File: config.mk
export PLATFORM = sky130hd
export DESIGN_NAME = player_motion_ctrl
export DESIGN_NICKNAME = d
export VERILOG_FILES = /design/src/rtl/player_motion_ctrl.sv
export SDC_FILE = /design/constraint.sdc
export NUM_CORES = 1
export LEC_CHECK = 0
export BUFFER_PORTS_ARGS = -buffer_cell sky130_fd_sc_hd__buf_4
export CAP_MARGIN = 20
export CORE_MARGIN = 1
export CORE_UTILIZATION = 40
export DETAILED_ROUTE_END_ITERATION = 10
export PLACE_DENSITY_LB_ADDON = 0.08
export SLEW_MARGIN = 10
export SYNTH_ARGS = -nofsm -noshare
export SYNTH_HDL_FRONTEND = slang
export SYNTH_SLANG_ARGS = --single-unit
File: constraint.sdc
create_clock -name clk -period 3.7 [get_ports clk]
set_input_delay 0.555 -clock clk [delete_from_list [all_inputs] [get_ports clk]]
set_output_delay 0.555 -clock clk [all_outputs]
set_load 0.03 [all_outputs]
File: src/rtl/player_motion_ctrl.sv
// Player movement engine: per-axis accelerating motion on a divided move tick,
// playfield clamping, edge flags and a registered sprite hit test for the scan pixel.
module player_motion_ctrl #(
  parameter int unsigned COORD_W   = 10,
  parameter int unsigned X_MAX     = 639,
  parameter int unsigned Y_MAX     = 479,
  parameter int unsigned SPRITE_W  = 16,
  parameter int unsigned SPRITE_H  = 16,
  parameter int unsigned X_INIT    = 312,
  parameter int unsigned Y_INIT    = 232,
  parameter int unsigned TICK_DIV  = 416667,
  parameter int unsigned MAX_SPEED = 4
) (
  input  logic               clk,
  input  logic               reset,
  input  logic               ctrl_up,
  input  logic               ctrl_down,
  input  logic               ctrl_left,
  input  logic               ctrl_right,
  input  logic [COORD_W-1:0] x,
  input  logic [COORD_W-1:0] y,
  output logic [COORD_W-1:0] player_x,
  output logic [COORD_W-1:0] player_y,
  output logic               player_hit,
  output logic               moving,
  output logic [3:0]         at_edge
);

  localparam int unsigned CNT_W = $clog2(TICK_DIV);
  localparam int unsigned SPD_W = $clog2(MAX_SPEED + 1);
  localparam int unsigned EXT_W = COORD_W + 2;
  localparam int unsigned HIT_W = COORD_W + 1;
  localparam int unsigned LIM_X = X_MAX - SPRITE_W + 1;
  localparam int unsigned LIM_Y = Y_MAX - SPRITE_H + 1;
  localparam logic [3:0]  EDGE_INIT = {Y_INIT == 0, Y_INIT == LIM_Y, X_INIT == 0, X_INIT == LIM_X};

  logic [CNT_W-1:0]   cnt;
  logic               tick;
  logic [1:0]         dir_x, dir_y, prev_x, prev_y;
  logic [SPD_W-1:0]   spd_x, spd_y, nspd_x, nspd_y;
  logic [COORD_W-1:0] npos_x, npos_y;
  logic               clamp_x, clamp_y;
  logic               hit_c;

  // Direction code: 2'b00 none/cancelled, 2'b01 increasing, 2'b11 decreasing.
  function automatic logic [1:0] net_dir(input logic neg, input logic pos);
    return (neg ^ pos) ? {neg, 1'b1} : 2'b00;
  endfunction

  function automatic logic [SPD_W-1:0] next_speed(input logic [1:0] dir, input logic [1:0] prev,
                                                  input logic [SPD_W-1:0] spd);
    if (dir == 2'b00) return '0;
    if (dir != prev) return SPD_W'(1);
    if (spd >= SPD_W'(MAX_SPEED)) return SPD_W'(MAX_SPEED);
    return spd + SPD_W'(1);
  endfunction

  // Returns {clamped, new_pos}; the signed sum is wide enough to never wrap.
  function automatic logic [COORD_W:0] step_pos(input logic [COORD_W-1:0] pos, input logic [1:0] dir,
                                                input logic [SPD_W-1:0] spd, input logic [COORD_W-1:0] lim);
    logic signed [EXT_W-1:0] delta;
    logic signed [EXT_W-1:0] sum;
    delta = $signed(EXT_W'(spd));
    sum   = dir[1] ? $signed(EXT_W'(pos)) - delta : $signed(EXT_W'(pos)) + delta;
    if (sum[EXT_W-1]) return {1'b1, COORD_W'(0)};
    if (sum > $signed(EXT_W'(lim))) return {1'b1, lim};
    return {1'b0, COORD_W'(sum)};
  endfunction

  always_comb begin
    tick   = (cnt == CNT_W'(TICK_DIV - 1));
    dir_x  = net_dir(ctrl_left, ctrl_right);
    dir_y  = net_dir(ctrl_up, ctrl_down);
    nspd_x = next_speed(dir_x, prev_x, spd_x);
    nspd_y = next_speed(dir_y, prev_y, spd_y);
    {clamp_x, npos_x} = step_pos(player_x, dir_x, nspd_x, COORD_W'(LIM_X));
    {clamp_y, npos_y} = step_pos(player_y, dir_y, nspd_y, COORD_W'(LIM_Y));
    hit_c = (HIT_W'(x) >= HIT_W'(player_x)) && (HIT_W'(x) < HIT_W'(player_x) + HIT_W'(SPRITE_W)) &&
            (HIT_W'(y) >= HIT_W'(player_y)) && (HIT_W'(y) < HIT_W'(player_y) + HIT_W'(SPRITE_H));
  end

  always_ff @(posedge clk or negedge reset) begin
    if (!reset) cnt <= '0;
    else if (tick) cnt <= '0;
    else cnt <= cnt + CNT_W'(1);
  end

  // Motion state advances only on the tick; a clamp kills that axis' speed.
  always_ff @(posedge clk or negedge reset) begin
    if (!reset) begin
      player_x <= COORD_W'(X_INIT);
      player_y <= COORD_W'(Y_INIT);
      spd_x    <= '0;
      spd_y    <= '0;
      prev_x   <= 2'b00;
      prev_y   <= 2'b00;
      moving   <= 1'b0;
      at_edge  <= EDGE_INIT;
    end else if (tick) begin
      player_x <= npos_x;
      player_y <= npos_y;
      spd_x    <= clamp_x ? '0 : nspd_x;
      spd_y    <= clamp_y ? '0 : nspd_y;
      prev_x   <= dir_x;
      prev_y   <= dir_y;
      moving   <= (!clamp_x && (nspd_x != '0)) || (!clamp_y && (nspd_y != '0));
      at_edge  <= {npos_y == '0, npos_y == COORD_W'(LIM_Y), npos_x == '0, npos_x == COORD_W'(LIM_X)};
    end
  end

  always_ff @(posedge clk or negedge reset) begin
    if (!reset) player_hit <= 1'b0;
    else player_hit <= hit_c;
  end

endmodule

==> results by group <==
Global route
  • Met1 Use GR: 0.262
  • Top Usage Layer GRT: met2
  • GRT overflow: 0
  • Initial antenna violation count: 0
  • Gr usage total: 0.189
  • First-pass GRT wire length: 17,600 microns
  • Largest net degree at the start of global routing: 56
  • Vias in the first global route: 3,715
  • Met2 global-route usage: 0.315
  • GR met3 Demand/Resource: 0.0281

Clocking
  • Post-CTS sizing: 0
  • Clock tree from TritonCTS: built
  • Clk pin slew, worst setup/hold paths: 0.07 ns
  • CTS Buf Count: 5
  • Worst-Skew Late Latency: 0.29 ns
  • Setup Fix Bufs, Post-CTS: 0
  • Clk buf depth: 2
  • Clock sink count: 55
  • # H-tree levels: 2
  • Hold Buf Count CTS: 0
  • Clock Root Buffer: clkbuf_16

Power
  • VDD IR max: 201 uV
  • Leak: 0.00256 uW
  • PwrDens: 253 mW/mm^2
  • Total chip power: 1350 uW

Status
  • Status: completed

Synth
  • Post-synthesis register bit count: 55
  • YS warnings: 0
  • Post-synth top area share: 0.257
  • Syn avg cell area: 8.71 sq um
  • Synth top area cells: dfrtp_1 (26%), ha_1 (15%), xnor2_1 (5.9%), dfstp_2 (4.6%), nand2_1 (4.3%)
  • Synth area leader: dfrtp_1
  • Unique masters post-synth: 62
  • Ys async rst share: 1.00
  • Cell Area, Synth: 0.00457 sq mm
  • Main synth FF type: dfrtp_1
  • Syn Inst Count: 525
  • Synth Net Count: 611
  • Post-synth EDFFs: 0
  • Post-synthesis sequential area ratio: 0.303

Worst setup path
  • Reg-to-Reg Start: prev_x[1]$_DFFE_PN0N_
  • Reg-to-Reg End: player_x[2]$_DFFE_PN0N_
  • Critical path capture point type: flip-flop
  • Reg2reg setup slack: 0.51 ns
  • Reg2Reg Depth: 15
  • Cell Chain, Critical Path: buf_4 > ha_1 > xnor2_1 > nand2_1 > nor2_1 > nor2_1 > ha_1 > inv_1 > fa_1 > nand2_1 > nand4_2 > or4_4 > o21ai_2 > nor3_2 > a21boi_2 > nor3_4 > a211oi_2
  • CP bufs+invs: 2
  • Critical path's top delay family: simple AND/OR/NAND/NOR gates
  • Max incr delay on CP: 0.46 ns
  • Worst path required time: 3.84 ns
  • Slowest stage cell, crit path: or4_4
  • Crit Path Category: in2reg
  • Startpoint Class: input port
  • Crit path DAT: 3.52 ns
  • Crit-path max FO: 9

Floorplanning
  • Die W: 109 microns
  • Die Area: 0.0119 sq mm
  • I/O Pins: 52
  • Starting Density: 0.416
  • Core area: 0.0110 sq mm
  • Die height: 109 microns
  • Rows: 38

Route
  • Antenna viol nets, final: 0
  • DR WL/cell: 14.4 microns
  • Residual DRC: 0
  • Vias: 3,779
  • First drt pass iteration count: 4
  • Iter 0 DRT Violations: 139
  • Via density: 5.22
  • WL final: 10,400 microns

Placement
  • DP HPWL: 8270 microns
  • Final GP Congestion: 0.852
  • Placed Area: 0.00515 sq mm
  • I/O Buffers: 51

Finish
  • Fraction of layout cells with a size suffix above 1: 0.175
  • P&R area growth vs syn: 16.5%
  • Final Net Count: 669
  • N_diodes: 0
  • Final Cell Area: 0.00533 sq mm
  • FF/Latch Area: 0.00139 sq mm
  • Fillers: 1,037
  • Multi-input combinational cell area: 0.00294 sq mm

STA
  • Minimum clock period: 3.38 ns
  • Slew HR: 0.525
  • Fin. Hold Viols: 0
  • Worst-Margin Slew: 0.713 ns
  • RSZ-0062 raised after global routing: false
  • Fin crit share: 0.913
  • Layout Skew: 0.00638 ns
  • Max-slew violation count: 0
  • # setup viols final: 0
  • Fmax: 296 MHz

Job
  • Max Cap Viol: 0

Min path
  • Hold Crit Class: in2async
cell families after synthesis:
logic type / after synthesis / synth area share
compound gates: 110 / 0.161
flops: 55 / 0.303
simple gates: 194 / 0.220
buf+inv: 60 / 0.0544
xor+xnor: 40 / 0.0766
mux: 6 / 0.0137
fa+ha+maj: 60 / 0.171
sequential cells by signal, indices dropped and copies added (netlist names):
signal      cells
spd_x           3
player_y       10
moving          1
prev_x          2
at_edge         4
player_x       10
prev_y          2
spd_y           3
player_hit      1
cnt            19
cells in the final DEF (no fill, tap or decap), drive strengths merged, types with 9 or more instances in the layout:
| master | Yosys | final |
|---|---|---|
| o21ai | 40 | 40 |
| xnor2 | 31 | 31 |
| xor2 | 9 | 9 |
| ha | 56 | 56 |
| a211oi | 9 | 9 |
| nor2b | 10 | 10 |
| dfrtp | 47 | 47 |
| nor2 | 49 | 49 |
| buf | 5 | 63 |
| nand3 | 26 | 26 |
| nand2 | 54 | 54 |
| inv | 48 | 48 |
| a21oi | 20 | 20 |
through the flow:
step / std cells / utilization / TNS, ns / hold slack, ns / worst slack, ns
3_5_place_dp: 716 / 0.469 / -0.00000555 / 0.474 / -0.00000555
5_1_grt: 724 / 0.485 / 0 / 0.390 / 0.0418
6_report: 724 / 0.485 / 0 / 0.312 / 0.322
3_3_place_gp: 716 / 0.469 / 0 / 0.463 / 0.0621
2_1_floorplan: 525 / - / 0 / 0.259 / 0.290
4_1_cts: 724 / 0.485 / 0 / 0.353 / 0.297
worst max path at each step:
| stage | startpoint | to | cells after the start |
|---|---|---|---|
| final | ctrl_left | player_x[2]$_DFFE_PN0N_ | 17 |
| after global routing | ctrl_up | player_y[1]$_DFFE_PN0N_ | 15 |
| after CTS | ctrl_left | player_x[2]$_DFFE_PN0N_ | 17 |
| after detailed placement | ctrl_left | spd_x[0]$_DFFE_PN0N_ | 17 |
| after global placement | ctrl_left | spd_x[1]$_DFFE_PN0N_ | 15 |
| after floorplan | ctrl_right | spd_x[0]$_DFFE_PN0N_ | 18 |
metal layers:
layer | part of all wire | wire (microns)
met2 | 0.46 | 4760
met3 | 0.040 | 419
met5 | 0 | 0
met4 | 0.0061 | 64
met1 | 0.50 | 5180
final cells by class:
cell class	count	area share
Timing Repair Buffer	63	0.0888
Sequential cell	55	0.260
Clock buffer	6	0.0261
Inverter	48	0.0338
Tap cell	140	0.0329
Multi-Input combinational cell	410	0.552
Clock inverter	2	0.00658
cell usage after synthesis (all sizes together), types with 3 or more instances:
master	number
a2111oi	3
a211oi	9
a21o	5
a21oi	20
and3	6
buf	5
clkbuf	7
dfrtp	47
dfstp	8
fa	4
ha	56
inv	48
mux2i	4
nand2	54
nand2b	6
nand3	26
nand3b	3
nand4	8
nor2	49
nor2b	10
nor3	6
nor4	6
o2111ai	3
o211ai	7
o21a	8
o21ai	40
o22ai	3
or2	4
or3	4
xnor2	31
xor2	9
report_power, final:
| group | switching [uW] | leakage [uW] | internal (uW) |
|---|---|---|---|
| sequential | 2.87 | 0.000612 | 603 |
| clock | 218 | 0.0000868 | 337 |
| combinational | 101 | 0.00186 | 83.1 |
Note: power is estimated with default switching activity, not from simulation.
